--- config.mk ---
export PLATFORM = sky130hd
export DESIGN_NAME = fifo_ctrl_4port
export DESIGN_NICKNAME = d
export VERILOG_FILES = /design/src/rtl/fifo_ctrl_4port.sv
export SDC_FILE = /design/constraint.sdc
export NUM_CORES = 1
export LEC_CHECK = 0
export BUFFER_PORTS_ARGS = -buffer_cell sky130_fd_sc_hd__buf_4
export CORE_MARGIN = 2
export CORE_UTILIZATION = 44
export CTS_BUF_LIST = sky130_fd_sc_hd__clkbuf_8
export CTS_CLUSTER_SIZE = 24
export DETAILED_ROUTE_END_ITERATION = 16
export GPL_TIMING_DRIVEN = 0
export PLACE_DENSITY = 0.78
export SLEW_MARGIN = 5
export SYNTH_ARGS = -nofsm -noshare
export SYNTH_HDL_FRONTEND = slang
export SYNTH_SLANG_ARGS = --single-unit
--- constraint.sdc ---
create_clock -name i_clk -period 2.3 [get_ports i_clk]
set_clock_uncertainty 0.1 [all_clocks]
set_input_delay 0.69 -clock i_clk [delete_from_list [all_inputs] [get_ports i_clk]]
set_output_delay 0.69 -clock i_clk [all_outputs]
set_load 0.005 [all_outputs]
--- src/rtl/fifo_ctrl_4port.sv ---
// Circular-FIFO pointer/flag controller driving the write port and read select of a 32x8 4-port RAM.
// Write drives are combinational, r_valid follows an accepted pop by one cycle, and pushes are refused while full.
module fifo_ctrl_4port #(
   parameter int DATA_WIDTH = 8,
   parameter int ADDR_WIDTH = 5,
   parameter int AF_LEVEL   = 28,
   parameter int AE_LEVEL   = 4
) (
   input  logic                  i_clk,
   input  logic                  i_reset,
   input  logic                  i_wr,
   input  logic [DATA_WIDTH-1:0] i_wr_data,
   input  logic                  i_rd,
   input  logic                  i_clr_err,
   output logic                  o_wr_en,
   output logic [ADDR_WIDTH-1:0] o_w_s,
   output logic [DATA_WIDTH-1:0] o_w_d,
   output logic [ADDR_WIDTH-1:0] o_r_s1,
   output logic                  o_r_valid,
   output logic                  o_full,
   output logic                  o_empty,
   output logic                  o_almost_full,
   output logic                  o_almost_empty,
   output logic [ADDR_WIDTH:0]   o_count,
   output logic                  o_overflow,
   output logic                  o_underflow
);
   localparam int                PW     = ADDR_WIDTH + 1;
   localparam logic [PW-1:0]     AF_LVL = PW'(AF_LEVEL);
   localparam logic [PW-1:0]     AE_LVL = PW'(AE_LEVEL);

   logic [PW-1:0] r_wptr, r_rptr;
   logic          r_valid, r_ovf, r_udf;
   logic [PW-1:0] w_count;
   logic          w_full, w_empty, w_push, w_pop;

   // The extra wrap bit distinguishes full from empty when the low bits match.
   assign w_count = r_wptr - r_rptr;
   assign w_empty = (r_wptr == r_rptr);
   assign w_full  = (r_wptr[ADDR_WIDTH-1:0] == r_rptr[ADDR_WIDTH-1:0]) &&
                    (r_wptr[ADDR_WIDTH] != r_rptr[ADDR_WIDTH]);
   assign w_push  = i_wr & ~w_full;
   assign w_pop   = i_rd & ~w_empty;

   always_ff @(posedge i_clk or negedge i_reset) begin
      if (!i_reset) begin
         r_wptr  <= '0;
         r_rptr  <= '0;
         r_valid <= 1'b0;
         r_ovf   <= 1'b0;
         r_udf   <= 1'b0;
      end else begin
         if (w_push) r_wptr <= r_wptr + 1'b1;
         if (w_pop)  r_rptr <= r_rptr + 1'b1;
         r_valid <= w_pop;
         // A new error in the same cycle as clr_err keeps the flag set.
         if (i_wr && w_full)  r_ovf <= 1'b1;
         else if (i_clr_err)  r_ovf <= 1'b0;
         if (i_rd && w_empty) r_udf <= 1'b1;
         else if (i_clr_err)  r_udf <= 1'b0;
      end
   end

   assign o_wr_en        = w_push;
   assign o_w_s          = r_wptr[ADDR_WIDTH-1:0];
   assign o_w_d          = i_wr_data;
   assign o_r_s1         = r_rptr[ADDR_WIDTH-1:0];
   assign o_r_valid      = r_valid;
   assign o_full         = w_full;
   assign o_empty        = w_empty;
   assign o_almost_full  = (w_count >= AF_LVL);
   assign o_almost_empty = (w_count <= AE_LVL);
   assign o_count        = w_count;
   assign o_overflow     = r_ovf;
   assign o_underflow    = r_udf;
endmodule
; ---- After elaboration in Yosys (flattened, before gate mapping)
; Cells that the tools add are included.
[totals]
reg_bits = 15
input_bits = 13
output_inout_bits = 32
wordCells = 25
[op_classes]
addsub = 3
n_lt_le_gt_ge = 2
eq_ne = 3
mux = 3
n_bitwise = 4
n_reduce_logical = 5
[ops]
columns = operator, count
row1 = "adder 6 x 1 -> 6 bit, second input constant", 2
row2 = equality test 6 bit, 1
row3 = ">= comparator 6 x 5 -> 1 bit, second input constant", 1
row4 = "<= comparator 6 x 3 -> 1 bit, second input constant", 1
row5 = subtractor 6 bit, 1
row6 = equality test 5 bit, 1
row7 = nonzero test 2 bit, 2
row8 = logical AND 1 bit, 3
row9 = 2-to-1 mux 1 bit, 3
row10 = AND 1 bit, 2
row11 = inverter 1 bit, 2
row12 = inequality test 1 bit, 1

; ---- Depth between registers and ports, before layout
[logic_depth]
ltp_word = 4
depth_mapped = 8
depth_no_buf = 8

; ---- Worst setup path before layout
; No wires, ideal clock.
[synth_timing]
kind = reg2out
from = reg r_wptr[0]
to = out o_almost_full
arrival_ps = 1830
required_ps = 1510
path_slack_ps = -320
path_stages_with_launch = 9
n_path_buf = 0
cell_sequence = dfrtp_1 > inv_1 > ha_1 > fa_1 > nor2b_1 > o21ai_0 > nand2b_1 > xor2_1 > a31o_2
[synth_via]
elab_chain_cells = 2
[synth_rtl]
columns = item, line_no
row1 = start: declaration, 32  ; logic [PW-1:0] r_wptr, r_rptr;
row2 = start signal: assignment, 53  ; if (w_push) r_wptr <= r_wptr + 1'b1;
row3 = subtractor 6 bit, 38  ; assign w_count = r_wptr - r_rptr;
row4 = named net o_count[4], 24  ; output logic [ADDR_WIDTH:0] o_count,
row5 = >= comparator 6 x 5 -> 1 bit, 71  ; assign o_almost_full = (w_count >= AF_LVL);
row6 = end: declaration, 22  ; output logic o_almost_full,
; The timed path passes the listed nets, and every way through them passes these cells.

; ---- Worst setup path after layout
[layout_timing]
from = reg r_wptr[2]
to = out o_almost_empty
[layout_via]
elab_chain_cells = 2
[layout_rtl]
columns = item, line_no
row1 = subtractor 6 bit, 38
row2 = <= comparator 6 x 3 -> 1 bit, 72  ; assign o_almost_empty = (w_count <= AE_LVL);
row3 = end: declaration, 23  ; output logic o_almost_empty,
; No other way between the ends.

==> flow_summary.json <==
{
  "required_ns": 1.51,
  "first_iter_violations": 15,
  "power.density_nw_per_um2": 2193,
  "clkSlewWorstSetupHoldPaths_ns": 0.06,
  "grt_pass1_vias": 864,
  "antenna_found_initial": 0,
  "grt_max_degree": 16,
  "synth_cells": 107,
  "violations": "setup timing",
  "nNetsFinal": 193,
  "cpPeakStageDelay_ns": 0.44,
  "outcome": "finished with violations",
  "layout_commonest_cell": "buf_4",
  "power_leakage_nw": 0.8584,
  "dr.pass1.iters": 4,
  "vias": 1023,
  "slew_headroom": 0.6916,
  "yosysSeqAreaShare": 0.3636,
  "fp.dieH_um": 52.44,
  "synthDistinctLibCells": 26,
  "clk_latency_ns": 0.25,
  "drtAntennaViolNets": 0,
  "mostFrequentLayoutCells": "71 x buf_4, 10 x dfrtp_1, 7 x nand2_1, 7 x xnor2_1, 7 x buf_6",
  "reg2reg_slack_ns": 0.06,
  "wl_per_cell_um": 16.28,
  "grt_usage": 0.1998,
  "finalSetupTns_ns": -3.959,
  "h-tree-depth": 1,
  "clock_path_buffers": 2,
  "crit_type": "register to output port",
  "dp_hpwl_um": 1723,
  "peakVddDrop_mv": 1.921,
  "die_w_um": 52.44,
  "top_level_ports": 45,
  "avgSynthCellArea_um2": 9.647,
  "grt-ovfl-total": 0,
  "ff2ff_path_depth": 8,
  "slew_viol_final": 0,
  "arrival_ns": 2.17,
  "regToRegEndpoint": "r_rptr[4]",
  "period_share": 1.286,
  "setup_viol_count_final": 10,
  "cts_sinks": 15,
  "startpoint_type": "register",
  "critical_path_peak_fanout": 4,
  "drive_gt1_frac": 0.6433,
  "timing.rr.start": "r_wptr[2]",
  "rsz0062_at_grt": "yes",
  "hold_viol_final": 0,
  "cts_made_buffers": 3,
  "max_clock_freq_mhz": 338.2,
  "rows": 17,
  "place.gp.congestion": 0.7783,
  "portBuffers": 36,
  "fin_crit_ns": 2.957,
  "hold_buffers": 0,
  "slowest_stage": "dfrtp_2",
  "cap_violations": 0,
  "cp-end-kind": "output port",
  "core_um2": 2212,
  "area_delta_synth_final_pct": 66.67,
  "dieArea_um2": 2749,
  "cts-root-buf": "clkbuf_8",
  "syn_nets": 128,
  "start_util": 0.4666,
  "ys_warn_count": 0,
  "grt_pass1_wl_um": 3891,
  "num-fill-cells": 134,
  "whs_ns": 0.1840,
  "hp-class": "input port to async pin",
  "diodes": 0,
  "synth_area_um2": 1032,
  "wl_um": 3239,
  "worst_pin_slew_ns": 0.4610,
  "vias_per_cell": 5.141,
  "crit_chain": "ha_4, o21ai_1, a21oi_2, nor4_1, a311o_1, a2111oi_4, buf_4",
  "layout_setup_ws_ns": -0.6567,
  "cts_tree": "done",
  "drc_errors": 0,
  "synth_seq_cells": 15
}
-- worst max-delay path by stage --
stage | from | endpoint | slack [ns] | depth (start not counted)
after floorplan | r_rptr[0] | o_almost_empty | -0.15 | 7
after global placement | r_rptr[0] | o_almost_empty | -0.36 | 8
after detailed placement | r_rptr[0] | o_almost_empty | -0.44 | 8
after CTS | r_rptr[0] | o_almost_empty | -0.63 | 8
after global routing | r_rptr[3] | o_almost_empty | -0.75 | 8
final | r_wptr[2] | o_almost_empty | -0.66 | 7
-- where the power goes --
group	internal, mW	total (mW)	switching [mW]
registers	0.389	0.511	0.122
logic	1.74	3.04	1.31
clock network	0.119	0.217	0.0984
total	2.25	3.77	1.53
-- metal layers --
metal / part of all wire / GRT usage / routed length (µm) / up-vias
li1: - / - / - / 463
met1: 0.38 / 0.2396 / 1232 / 491
met2: 0.52 / 0.3583 / 1673 / 58
met3: 0.068 / 0.01714 / 219 / 11
met4: 0.035 / 0.08974 / 114 / 0
met5: 0 / 0 / 0 / -
-- what timing repair did --
action | 4_1_cts | 5_1_grt
buffers inserted | 15 | 9
hold endpoints to repair | 0 | 0
resized for setup | 17 | 15
pin swaps | 5 | 8
endpoints found under the setup margin | 10 | 10
-- sequential cells by signal, summed over array words and instances (netlist names) --
| signal | count |
|---|---|
| o_underflow | 1 |
| o_r_valid | 1 |
| o_overflow | 1 |
| r_wptr | 6 |
| r_rptr | 6 |
-- cells by family (layout without fill, tap and decap cells) --
kind of cell / count (synthesis) / count (layout) / share of synthesized area
buffers and inverters: 30 / 94 / 0.1745
AND/OR/NAND/NOR: 26 / 26 / 0.1236
flip-flops: 15 / 15 / 0.3636
AO/OA/AOI/OAI: 14 / 14 / 0.1079
XOR/XNOR: 14 / 14 / 0.1261
adder cells (fa/ha/maj): 8 / 8 / 0.1042
-- stage by stage --
stage	setup WS, ns	instances	total power [mW]	instance area [µm²]	util
finish	-0.6567	199	3.773	1720	0.7777
global route	-0.7498	199	3.965	1720	0.7777
CTS	-0.6296	190	3.067	1590	0.7189
detailed placement	-0.4426	171	2.415	1373	0.6205
global placement	-0.3624	171	2.350	1373	0.6205
floorplan	-0.1475	107	1.675	1067	-
-- cells in the mapped netlist (all sizes together) --
library cell / count / area share
buf: 18 / 0.13
dfrtp: 15 / 0.36
inv: 12 / 0.044
nand2: 8 / 0.029
xnor2: 8 / 0.068
ha: 7 / 0.085
o21ai: 6 / 0.029
xor2: 6 / 0.058
nor2: 5 / 0.018
nand3: 3 / 0.015
a21oi: 2 / 0.0097
a22o: 2 / 0.017
nand2b: 2 / 0.012
nand4: 2 / 0.012
nor4: 2 / 0.012
a2111oi: 1 / 0.027
a311o: 1 / 0.0097
a31o: 1 / 0.0085
and2: 1 / 0.0061
and4: 1 / 0.0085
fa: 1 / 0.019
nor2b: 1 / 0.0061
nor3: 1 / 0.0048
o31ai: 1 / 0.0073
-- final cells by class --
| cell class | count | area (µm²) | area share |
|---|---|---|---|
| plain buffers | 18 | 135.1 | 0.07855 |
| flip-flops and latches | 15 | 381.6 | 0.2218 |
| clock inverters | 1 | 3.754 | 0.002182 |
| inverters | 12 | 47.55 | 0.02764 |
| multi-input cells | 62 | 599.3 | 0.3484 |
| well taps | 28 | 35.03 | 0.02036 |
| repair buffers | 60 | 476.7 | 0.2771 |
| clock buffers | 3 | 41.29 | 0.02400 |
-- worst max-delay path: cells and delay by family (launching register included) --
kind                       cells  cell delay [ns]
and+or+nand+nor                1             0.07
buffers and inverters          1             0.16
DFF                            1             0.44
AOI/OAI and AO/OA              4             0.93
adders and majority gates      1             0.30
Power figures use the tool's default switching activity.
